<file path="config.mk">
export PLATFORM = sky130hd
export DESIGN_NAME = gf180mcu_fd_sc_mcu9t5v0__clkbuf_en_seq_flat
export DESIGN_NICKNAME = d
export VERILOG_FILES = /design/src/rtl/gf180mcu_fd_sc_mcu9t5v0__clkbuf_en_seq_if.sv /design/src/rtl/gf180mcu_fd_sc_mcu9t5v0__clkbuf_en_seq.sv /design/src/flat_wrapper.sv
export SDC_FILE = /design/constraint.sdc
export NUM_CORES = 1
export LEC_CHECK = 0
export CAP_MARGIN = 20
export CORE_ASPECT_RATIO = 1.1
export CORE_MARGIN = 5
export CORE_UTILIZATION = 48
export DETAILED_ROUTE_END_ITERATION = 8
export GPL_TIMING_DRIVEN = 0
export PLACE_DENSITY = 0.79
export SYNTH_ARGS = -nofsm -noshare
export SYNTH_HDL_FRONTEND = slang
export SYNTH_SLANG_ARGS = --single-unit
</file>
<file path="constraint.sdc">
create_clock -name CLK -period 2 [get_ports CLK]
set_input_delay 0.3 -clock CLK [delete_from_list [all_inputs] [get_ports CLK]]
set_output_delay 0.3 -clock CLK [all_outputs]
set_load 0.02 [all_outputs]
</file>
<file path="src/rtl/gf180mcu_fd_sc_mcu9t5v0__clkbuf_en_seq_if.sv">
// rtl/gf180mcu_fd_sc_mcu9t5v0__clkbuf_en_seq_if.sv - target-mask valid/ready handshake
interface gf180mcu_fd_sc_mcu9t5v0__clkbuf_en_seq_if #(
    parameter int NBR = 4
);
    logic [NBR-1:0] TGT;
    logic           TGT_VLD;
    logic           TGT_RDY;

    modport master (output TGT, output TGT_VLD, input  TGT_RDY);
    modport slave  (input  TGT, input  TGT_VLD, output TGT_RDY);
endinterface

</file>
<file path="src/rtl/gf180mcu_fd_sc_mcu9t5v0__clkbuf_en_seq.sv">
// rtl/gf180mcu_fd_sc_mcu9t5v0__clkbuf_en_seq.sv - one-branch-at-a-time clock-buffer enable sequencer
module gf180mcu_fd_sc_mcu9t5v0__clkbuf_en_seq #(
    parameter int NBR = 4,
    parameter int GAP = 3
) (
    input  logic                                          CLK,
    input  logic                                          RN,
    gf180mcu_fd_sc_mcu9t5v0__clkbuf_en_seq_if.slave       tgt_if,
    input  logic                                          FORCE_OFF,
    output logic [NBR-1:0]                                EN,
    output logic                                          BUSY,
    output logic                                          DONE
);
    localparam int CW = $clog2(GAP + 1);

    typedef enum logic [1:0] {
        IDLE = 2'd0,
        STEP = 2'd1,
        WAIT = 2'd2
    } state_t;

    state_t         state_q, state_d;
    logic [NBR-1:0] en_q, en_d;
    logic [NBR-1:0] tgt_q, tgt_d;
    logic [CW-1:0]  cnt_q, cnt_d;
    logic           done_q, done_d;
    logic [NBR-1:0] mism;
    logic [NBR-1:0] flip;

    // Two's-complement trick isolates the lowest mismatched bit as a one-hot mask.
    assign mism = en_q ^ tgt_q;
    assign flip = mism & (~mism + NBR'(1));

    always_comb begin
        state_d = state_q;
        en_d    = en_q;
        tgt_d   = tgt_q;
        cnt_d   = cnt_q;
        done_d  = 1'b0;
        if (FORCE_OFF) begin
            state_d = IDLE;
            en_d    = '0;
            tgt_d   = '0;
            cnt_d   = '0;
        end else begin
            case (state_q)
                IDLE: begin
                    if (tgt_if.TGT_VLD) begin
                        tgt_d = tgt_if.TGT;
                        if (tgt_if.TGT == en_q) begin
                            done_d = 1'b1;
                        end else begin
                            state_d = STEP;
                        end
                    end
                end
                STEP: begin
                    if (mism == '0) begin
                        done_d  = 1'b1;
                        state_d = IDLE;
                    end else begin
                        en_d    = en_q ^ flip;
                        cnt_d   = CW'(GAP - 1);
                        state_d = WAIT;
                    end
                end
                WAIT: begin
                    // Returning through STEP adds the edge that makes toggles GAP+1 apart.
                    if (cnt_q == '0) begin
                        state_d = STEP;
                    end else begin
                        cnt_d = cnt_q - CW'(1);
                    end
                end
                default: state_d = IDLE;
            endcase
        end
    end

    always_ff @(posedge CLK or negedge RN) begin
        if (!RN) begin
            state_q <= IDLE;
            en_q    <= '0;
            tgt_q   <= '0;
            cnt_q   <= '0;
            done_q  <= 1'b0;
        end else begin
            state_q <= state_d;
            en_q    <= en_d;
            tgt_q   <= tgt_d;
            cnt_q   <= cnt_d;
            done_q  <= done_d;
        end
    end

    assign EN             = en_q;
    assign DONE           = done_q;
    assign BUSY           = (state_q != IDLE);
    assign tgt_if.TGT_RDY = (state_q == IDLE) & ~FORCE_OFF;
endmodule
</file>
<file path="src/flat_wrapper.sv">
// flat-port wrapper written by rule: the top's interface ports become plain ports
module gf180mcu_fd_sc_mcu9t5v0__clkbuf_en_seq_flat 
#(
    parameter int NBR = 4,
    parameter int GAP = 3
)
  (CLK, RN, FORCE_OFF, EN, BUSY, DONE, tgt_if_TGT, tgt_if_TGT_VLD, tgt_if_TGT_RDY);
  gf180mcu_fd_sc_mcu9t5v0__clkbuf_en_seq_if #(.NBR(NBR)) tgt_if_i ();
  input  logic CLK;
  input  logic RN;
  input  logic FORCE_OFF;
  output logic [NBR-1:0] EN;
  output logic BUSY;
  output logic DONE;
  input wire logic [$bits(tgt_if_i.TGT)-1:0] tgt_if_TGT;
  input wire logic [$bits(tgt_if_i.TGT_VLD)-1:0] tgt_if_TGT_VLD;
  output wire logic [$bits(tgt_if_i.TGT_RDY)-1:0] tgt_if_TGT_RDY;
  assign tgt_if_i.TGT = tgt_if_TGT;
  assign tgt_if_i.TGT_VLD = tgt_if_TGT_VLD;
  assign tgt_if_TGT_RDY = tgt_if_i.TGT_RDY;
  gf180mcu_fd_sc_mcu9t5v0__clkbuf_en_seq #(.NBR(NBR), .GAP(GAP)) u_core (.CLK(CLK), .RN(RN), .tgt_if(tgt_if_i), .FORCE_OFF(FORCE_OFF), .EN(EN), .BUSY(BUSY), .DONE(DONE));
endmodule
</file>
=== Word level (Yosys, flattened, before mapping) ===
Index checks and enable logic that the tools add are counted.

* $add $sub $neg: 2
* Equality and inequality tests: 9
* Mux-type cells: 21
* Bitwise logic cells: 6
* Reduce and logical (&&, ||, !) cells: 12

{| class="wikitable"
|+ Operators by type and width
! cell !! count
|-
| $mux W4 || 6
|-
| $mux W2 || 8
|-
| $ne A3 B3 Y1 const B || 4
|-
| $reduce_bool A2 Y1 || 4
|-
| $xor A4 B4 Y4 || 2
|-
| $pmux W2 S3 || 1
|-
| $reduce_and A3 Y1 || 2
|-
| $add A4 B1 Y4 const B || 1
|-
| $and A4 B4 Y4 || 1
|-
| $eq A4 B4 Y1 || 1
|-
| $logic_not A2 Y1 || 2
|-
| $logic_not A4 Y1 || 1
|-
| $mux W1 || 4
|-
| $not A4 Y4 || 1
|-
| $pmux W2 S2 || 1
|-
| $reduce_and A2 Y1 || 2
|-
| $ne A3 B2 Y1 const B || 1
|-
| $reduce_bool A3 Y1 || 1
|-
| $eq A2 B1 Y1 const B || 1
|-
| $eq A2 B2 Y1 const B || 1
|-
| $ne A2 B2 Y1 const B || 1
|-
| $pmux W1 S2 || 1
|-
| $sub A2 B1 Y2 const B || 1
|-
| $and A1 B1 Y1 || 1
|-
| $not A1 Y1 || 1
|}

* Register bits: 13
* Input port bits: 8
* Output and inout bits: 7
* Word-level logic and storage cells: 55

=== Longest topological paths before layout ===
Gate-level depths: netlist (run 1).

* Depth after elaboration: 8
* Mapped depth: 5
* Gate-level depth less buffers: 5

=== Worst setup path after synthesis (run 1) ===
OpenSTA, ideal clock, no wires.

* Path type: register -> register
* Start: register u_core.en_q[0], in the netlist u_core.EN[0]
* End: register u_core.done_q, in the netlist u_core.DONE
* Library setup time: 0.095 ns
* Arrival: 1.479 ns
* Required time: 1.905 ns
* Slack: 0.426 ns
* Stages on the path, launching flop included: 4
* Path buffers: 0
* Period minus slack after synthesis: 1.574 ns
* Cells stage by stage: dfrtp_1 > xor2_1 > or4_4 > o32ai_2

* Longest elaborated chain between the ends: 5
* Elaborated cells on any way between the ends: 8
* Classes of those cells: 1 x eq/ne; 5 x mux; 1 x bitwise; 1 x reduce/logical

{| class="wikitable"
|+ RTL lines
! element !! line !! text
|-
| start: declaration || gf180mcu_fd_sc_mcu9t5v0__clkbuf_en_seq.sv:23 || <nowiki>logic [NBR-1:0] en_q, en_d;</nowiki>
|-
| start signal: assignment || gf180mcu_fd_sc_mcu9t5v0__clkbuf_en_seq.sv:89 || <nowiki>en_q <= en_d;</nowiki>
|-
| $eq A4 B4 Y1 or $xor A4 B4 Y4 (tied branches) || gf180mcu_fd_sc_mcu9t5v0__clkbuf_en_seq.sv:50, gf180mcu_fd_sc_mcu9t5v0__clkbuf_en_seq.sv:31 ||
|-
| $mux W1 or $logic_not A4 Y1 (tied branches) || gf180mcu_fd_sc_mcu9t5v0__clkbuf_en_seq.sv:50, gf180mcu_fd_sc_mcu9t5v0__clkbuf_en_seq.sv:58 ||
|-
| $mux W1 (on tied branches) || gf180mcu_fd_sc_mcu9t5v0__clkbuf_en_seq.sv:48, gf180mcu_fd_sc_mcu9t5v0__clkbuf_en_seq.sv:58 ||
|-
| $pmux W1 S2 * || gf180mcu_fd_sc_mcu9t5v0__clkbuf_en_seq.sv:46 || <nowiki>case (state_q)</nowiki>
|-
| $mux W1 * || gf180mcu_fd_sc_mcu9t5v0__clkbuf_en_seq.sv:40 || <nowiki>if (FORCE_OFF) begin</nowiki>
|-
| net u_core.done_d || gf180mcu_fd_sc_mcu9t5v0__clkbuf_en_seq.sv:26 || <nowiki>logic done_q, done_d;</nowiki>
|-
| end signal: assignment || gf180mcu_fd_sc_mcu9t5v0__clkbuf_en_seq.sv:92 || <nowiki>done_q <= done_d;</nowiki>
|-
| end: declaration || gf180mcu_fd_sc_mcu9t5v0__clkbuf_en_seq.sv:26 ||
|}

Mark *: on every way through the listed nets, which the timed path passes. The rest lies on a longest branch.
A chain may end at the register's enable or synchronous reset.

=== Worst setup path in the final report (run 1) ===
* Start: register u_core.state_q[1]
* End: output port tgt_if_TGT_RDY

* Longest elaborated chain between the ends: 2

{| class="wikitable"
|+ RTL lines
! element !! line !! text
|-
| start: declaration || gf180mcu_fd_sc_mcu9t5v0__clkbuf_en_seq.sv:22 || <nowiki>state_t state_q, state_d;</nowiki>
|-
| start signal: assignment || gf180mcu_fd_sc_mcu9t5v0__clkbuf_en_seq.sv:88 || <nowiki>state_q <= state_d;</nowiki>
|-
| $logic_not A2 Y1 || gf180mcu_fd_sc_mcu9t5v0__clkbuf_en_seq.sv:99 || <nowiki>assign tgt_if.TGT_RDY = (state_q == IDLE) & ~FORCE_OFF;</nowiki>
|-
| $and A1 B1 Y1 || gf180mcu_fd_sc_mcu9t5v0__clkbuf_en_seq.sv:99 ||
|-
| end: declaration || flat_wrapper.sv:17 || <nowiki>output wire logic [$bits(tgt_if_i.TGT_RDY)-1:0] tgt_if_TGT_RDY;</nowiki>
|}

Every way passes these cells.

==> results of run 1 <==
where the power goes:
part	switching (mW)	internal (mW)
Combinational	0.0768	0.0666
Clock	0.0872	0.0775
Sequential	0.0101	0.277
Total	0.174	0.421
registers in the layout, summed over array words and instances, names as in the netlist:
signal          cells
u_core.EN           4
u_core.DONE         1
u_core.cnt_q        2
u_core.state_q      2
u_core.tgt_q        4
area by class of cell:
class / instances / share of cell area, %
Inverter: 3 / 1.24
Timing Repair Buffer: 13 / 14.0
Multi-Input combinational cell: 52 / 42.2
Clock buffer: 4 / 2.89
Sequential cell: 13 / 35.8
Tap cell: 16 / 2.20
Buffer: 4 / 1.65
worst min path at each step:
| stage | start | end | slack [ns] |
|---|---|---|---|
| 2_1_floorplan | RN | u_core.DONE | 0.004 |
| 5_1_grt | RN | u_core.tgt_q[2] | 0.43 |
| 4_1_cts | RN | u_core.EN[2] | 0.41 |
| 3_3_place_gp | u_core.tgt_q[0] | u_core.EN[0] | 0.55 |
| 3_5_place_dp | u_core.cnt_q[0] | u_core.cnt_q[0] | 0.56 |
| 6_report | RN | u_core.EN[2] | 0.39 |
cells in the final DEF, fill, tap and decap left out, types with 2 or more instances in the layout:
master,count
a21oi_1,4
clkbuf_1,5
clkbuf_4,3
clkdlybuf4s50_1,11
dfrtp_1,13
dlygate4sd2_1,2
inv_1,3
mux2i_1,6
nand2_1,3
nand2b_1,5
nor2_1,7
xnor2_1,5
xor2_1,4
routing by layer:
metal  up-vias  GRT usage [%]  share of wire, %
met5         -              0                 0
met4         0           4.15               1.4
met3         2           3.16               4.9
met2        10           21.9                44
met1       251           19.6                49
li1        285              -                 -
synthesized netlist by cell type, drive strengths merged:
library cell  number
dfrtp             13
or4                1
o32ai              1
a32o               1
nor4               1
nor3               1
mux2               1
nand4              1
or3                1
clkbuf             4
inv                3
xnor2              5
xor2               4
nand2              3
a21oi              4
nor2b              1
o41ai              1
nand2b             5
nand3b             1
ha                 1
or2                1
o21ai              1
nor3b              2
mux2i              6
nor2               7
nor4b              1
a211oi             1
timing repair:
action / in CTS / in global routing
setup endpoints to repair: 2 / 0
resized for setup: 2 / 0
buffers inserted: 0 / 0
cells by family after synthesis:
| kind of cell | after synthesis | share of synthesized area (%) |
|---|---|---|
| xor gates and xnor gates | 9 | 10.7 |
| DFF | 13 | 44.2 |
| buffers and inverters | 7 | 3.57 |
| adders and majority gates | 1 | 1.70 |
| and+or+nand+nor | 26 | 20.9 |
| AOI/OAI and AO/OA | 9 | 9.18 |
| muxes | 7 | 9.69 |
==> summary.md, run 1 <==
| Metric | Value |
|---|---|
| Outcome | finished clean |
| Crit path depth | 4 |
| DRT iter0 DRCs | 12 |
| Chip Width | 47.3 um |
| Drt via density | 5.22 |
| Die Ht | 51.1 um |
| Net Count, Synth | 81 |
| Crit path cell chain | clkbuf_1, or2_2, nor2_1, dlygate4sd2_1 |
| Area of the multi-input gates | 384 um2 |
| Skew final | 0.00167 ns |
| Top cell type's share of synthesized area | 44.2% |
| Area contributors post-synth | dfrtp_1 44%, mux2i_1 8.2%, xnor2_1 6.0% |
| Dpl cells | 101 |
| Largest net degree at the start of global routing | 14 |
| Setup_tns | 0 ns |
| TritonCTS clock tree | built |
| Clock-pin slew on the worst setup and hold paths | 0.08 ns |
| Drt pass-1 iters | 2 |
| Pre-CTS WS | 0.0832 ns |
| Cell Rows | 14 |
| R2R cell count | 5 |
| RR Endpoint | u_core.cnt_q[1] |
| Hold Buf Count CTS | 0 |
| Max transition margin | 61.4% |
| CP max FO | 9 |
| Avg Inst Size Synth | 10.2 um2 |
| Worst setup margin | 0.122 ns |
| Post-Layout Cell Count | 105 |
| CP Launch Type | flop |
| Post-DR wirelength/cell | 13.6 um |
| Post-synthesis sequential area ratio | 44.2% |
| WP data required | 1.70 ns |
| All-Layer GR Usage | 14.2% |
| CP delay by family, top | buffers and inverters |
| Num CTS Buffers | 3 |
| Clock Latency Late Sink | 0.28 ns |
| Global route overflow | 0 |
| Period minus WS final | 1.88 ns |
| Worst Setup EP | tgt_if_TGT_RDY |
| CP max stage cell | dfrtp_1 |
| Fin crit share | 93.9% |
| CP startpoint | u_core.state_q[1] |
| Peak Freq | 0.532 GHz |
| Routed WL | 1430 um |
| Dominant cell type by area after synthesis | dfrtp_1 |
| RR Startpoint | u_core.cnt_q[0] |
| Total power | 0.595 mW |
| IO Pins | 15 |
| Final core occ | 64.1% |
| Core footprint | 0.00142 mm2 |
| R2R Setup Slk | 0.41 ns |
| Die area | 0.00242 mm2 |
| Crit path arrival time | 1.58 ns |
| Fin. max-slew vios | 0 |
| Initial antenna violation count | 0 |
| Vias | 548 |
| Fin nets | 99 |
| Share of layout cells above drive strength 1 | 10.1% |
| Yosys reg bits | 13 |
| GPL Wtd Cong | 0.734 |
| Hold Path Class | input port to async pin |
| Vias in the first global route | 556 |
| Post-route antenna net violation count | 0 |
| Clock Tree Root | clkbuf_4 |
| Syn Std Cell Area | 736 um2 |
| Storage cell area | 325 um2 |
| DRC | 0 |
| Final Cell Area | 910 um2 |
| First-pass GRT wire length | 2490 um |
| Buffer and inverter count on the worst path | 2 |
| Pwr dens | 654 mW/mm2 |
| Fin. Hold Viols | 0 |
| Dpl hpwl | 1080 um |
| N_diodes | 0 |
| Layout area overhead | 23.6% |
| Placed cell area | 886 um2 |
| CTS HTree Levels | 1 |
| Clk sink count | 13 |
| CTS max path bufs | 2 |
| Critical path class | flop to primary output |
| Max stage delay on crit path | 0.36 ns |
| P_leak | 0.387 nW |
| Initial core utilization | 51.9% |
| Maximum VDD drop | 405 uV |
| Layout fillers | 123 |
| Number of port buffers | 13 |
| Hold Slack | 0.385 ns |
| Yosys warns | 0 |
| Worst-Margin Slew | 0.577 ns |
| Reported max-cap violation count | 0 |
| Worst Setup End Kind | primary output |
| Syn Inst Count | 72 |
| RSZ-0062 raised after global routing | no |
| Yosys cell types | 28 |
| Setup Viol. Count Final | 0 |
Note: power is estimated with default switching activity, not from simulation.
==> inputs of run 2 (changes only) <==
--- a/config.mk
+++ b/config.mk
@@ -11,6 +11,7 @@
 export CORE_UTILIZATION = 48
 export DETAILED_ROUTE_END_ITERATION = 8
 export GPL_TIMING_DRIVEN = 0
+export HOLD_SLACK_MARGIN = 0.02
 export PLACE_DENSITY = 0.79
 export SYNTH_ARGS = -nofsm -noshare
 export SYNTH_HDL_FRONTEND = slang
==> results of run 2 <==
Same layout as run 1: the final DEF is identical, and so are final timing and power.
==> inputs of run 3 (changes only) <==
--- a/config.mk
+++ b/config.mk
@@ -12,7 +12,8 @@
 export DETAILED_ROUTE_END_ITERATION = 8
 export GPL_TIMING_DRIVEN = 0
 export HOLD_SLACK_MARGIN = 0.02
-export PLACE_DENSITY = 0.79
+export PLACE_DENSITY = 0.84
+export REMOVE_ABC_BUFFERS = 1
 export SYNTH_ARGS = -nofsm -noshare
 export SYNTH_HDL_FRONTEND = slang
 export SYNTH_SLANG_ARGS = --single-unit
==> run 3 against run 2 <==
  * Critical path depth decreased by 2
  * Sequential power up 2%
  * Non-clock buffer count is 3 lower
  * Worst hold slack improved by 0.010 ns
  * Critical endpoint is now BUSY
  * Clock power about the same
  * Register-to-register slack better by 0.02 ns
  * Largest cell class unchanged
==> summary.md, run 3 (synthesized netlist as in run 1, its figures left out) <==
| Metric | Value |
|---|---|
| Psw | 0.175 mW (+0.30%) |
| Pwr dens | 659 mW/mm2 (+0.72%) |
| RSZ-0062 raised after global routing | no |
| Final core occ | 63.8% (-0.35 points) |
| Crit path arrival time | 1.60 ns (+0.02 ns) |
| Outcome | finished clean |
| Final Cell Area | 905 um2 (-0.55%) |
| Largest net degree at the start of global routing | 18 (+4) |
| Setup Viol. Count Final | 0 (unchanged) |
| All-Layer GR Usage | 15.1% (+0.92 points) |
| Crit path cell chain | or2_2, clkdlybuf4s50_1 |
| Clock-pin slew on the worst setup and hold paths | 0.09 ns (about the same) |
| Buffer and inverter count on the worst path | 1 (-1) |
| Share of layout cells above drive strength 1 | 10.5% (+0.35 points) |
| Resize count post-CTS | 2 (unchanged) |
| Routed WL | 1460 um (+2.3%) |
| Worst-Margin Slew | 0.590 ns (+0.0127 ns) |
| Pre-CTS WS | -0.127 ns (-0.210 ns) |
| Logic pwr share | 23.0% (-1.1 points) |
| CTS max path bufs | 2 (unchanged) |
| Clock Tree Root | clkbuf_4 |
| Clk sink count | 13 (unchanged) |
| Post-CTS setup buffers | 0 (unchanged) |
| CP max stage cell | clkdlybuf4s50_1 |
| Commonest non-fill, non-tap cell in the layout | dfrtp_1 |
| CP max FO | 9 (unchanged) |
| Max stage delay on crit path | 0.54 ns (+0.18 ns) |
| Cell Rows | 14 (unchanged) |
| TritonCTS clock tree | built |
| WP data required | 1.70 ns (about the same) |
| Fin. Hold Viols | 0 (unchanged) |
| Initial core utilization | 51.9% (unchanged) |
| Flop pwr share | 49.3% (+1.1 points) |
| Clock group share of total power | 27.8% (about the same) |
| Max transition margin | 60.5% (-0.85 points) |
| Drt via density | 5.54 (+6.1%) |
| Fin. max-slew vios | 0 (unchanged) |
| Vias | 565 (+3.1%) |
| Chip Width | 47.3 um (unchanged) |
| CP delay by family, top | buffers and inverters |
| Maximum VDD drop | 402 uV (-0.72%) |
| CP Launch Type | flop |
| GPL Wtd Cong | 0.740 (+0.82%) |
| Dpl hpwl | 1140 um (+5.6%) |
| Num CTS Buffers | 3 (unchanged) |
| Placed cell area | 881 um2 (-0.56%) |
| Reported max-cap violation count | 0 (unchanged) |
| Period minus WS final | 1.90 ns (+0.0264 ns) |
| Worst setup margin | 0.0955 ns (-0.0264 ns) |
| DRC | 0 (unchanged) |
| Clock Latency Late Sink | 0.27 ns (about the same) |
| Switching share of total power | 29.3% (+0.040 points) |
| Die area | 0.00242 mm2 (unchanged) |
| Hold Path Class | input port to async pin |
| Worst Setup End Kind | primary output |
| Post-DR wirelength/cell | 14.4 um (+5.3%) |
| Die Ht | 51.1 um (unchanged) |
| CTS HTree Levels | 1 (unchanged) |
| Peak Freq | 0.525 GHz (-1.4%) |
| DRT iter0 DRCs | 7 (-5) |
| Drt pass-1 iters | 3 (+1) |
| Number of port buffers | 14 (+1) |
| Core footprint | 0.00142 mm2 (unchanged) |
| Skew final | 0.00398 ns (+0.00230 ns) |
| N_diodes | 0 (unchanged) |
| Int Power | 0.421 mW (+0.11%) |
| Layout area overhead | 23.0% |
| First-pass GRT wire length | 2640 um (+5.8%) |
| Post-route antenna net violation count | 0 (unchanged) |
| Fin crit share | 95.2% (+1.3 points) |
| Fin nets | 96 (-3.0%) |
| Global route overflow | 0 (unchanged) |
| Vias in the first global route | 595 (+7.0%) |
| Hold Buf Count CTS | 0 (unchanged) |
| Critical path class | flop to primary output |
| Initial antenna violation count | 0 (unchanged) |
| Commonest cells after routing, fill and taps aside | 13 x dfrtp_1, 12 x clkdlybuf4s50_1, 7 x nor2_1 |
| P_leak | 0.384 nW (-0.70%) |
| IO Pins | 15 (unchanged) |
[run 3: cell types whose count changed in the layout (fill, tap and decap cells not counted), sizes merged]
| cell | change |
|---|---|
| clkbuf | -4 |
| clkdlybuf4s50 | +1 |
[run 3: stage by stage]
stage	cells	setup TNS, ns	hold slack [ns]	total power, mW
2_1_floorplan	68	0	0.00441	0.381
3_3_place_gp	98	-0.124	0.543	0.434
3_5_place_dp	98	-0.127	0.551	0.439
4_1_cts	102	0	0.411	0.602
5_1_grt	102	0	0.440	0.630
6_report	102	0	0.395	0.596
[run 3: final timing paths]
path	startpoint	end	slack, ns	depth (start not counted)
min in group CLK	u_core.cnt_q[0]	u_core.cnt_q[0]	0.57	2
hold reg to reg	u_core.cnt_q[0]	u_core.cnt_q[0]	0.57	2
setup / recovery	u_core.state_q[1]	BUSY	0.1	2
hold / removal	RN	u_core.tgt_q[0]	0.40	1
setup reg to reg	u_core.cnt_q[0]	u_core.cnt_q[1]	0.43	5
max in group asynchronous	RN	u_core.cnt_q[0]	1.22	1
[run 3: power groups by stage]
| stage | Sequential (mW) | Clock [mW] | Combinational [mW] |
|---|---|---|---|
| finish | 0.294 | 0.165 | 0.137 |
| CTS | 0.293 | 0.170 | 0.139 |
| global route | 0.296 | 0.183 | 0.151 |
| global placement | 0.297 | 0 | 0.137 |
| floorplan | 0.299 | 0 | 0.0815 |
| detailed placement | 0.299 | 0 | 0.141 |
[run 3: per-layer routing]
layer	track usage [%]	wire length (um)	vias to the layer above
met5	0	0	-
li1	-	-	275
met4	3.69	4	0
met1	19.7	661	278
met2	24.8	748	10
met3	3.51	50	2
[run 3: cell type report]
class	count	area, um2
fillers	119	514
multi-input cells	52	384
flip-flops and latches	13	325
repair buffers	14	138
clock buffers	4	26.3
well taps	16	20.0
inverters	3	11.3
[run 3: worst register-to-register path: cells and delay by family, from the launching register on]
kind,cells,cell delay (ns)
AO/OA/AOI/OAI,1,0.15
adder cells (fa/ha/maj),1,0.22
buffers and inverters,1,0.05
flip-flops,1,0.37
multiplexers,1,0.38
AND/OR/NAND/NOR,1,0.32
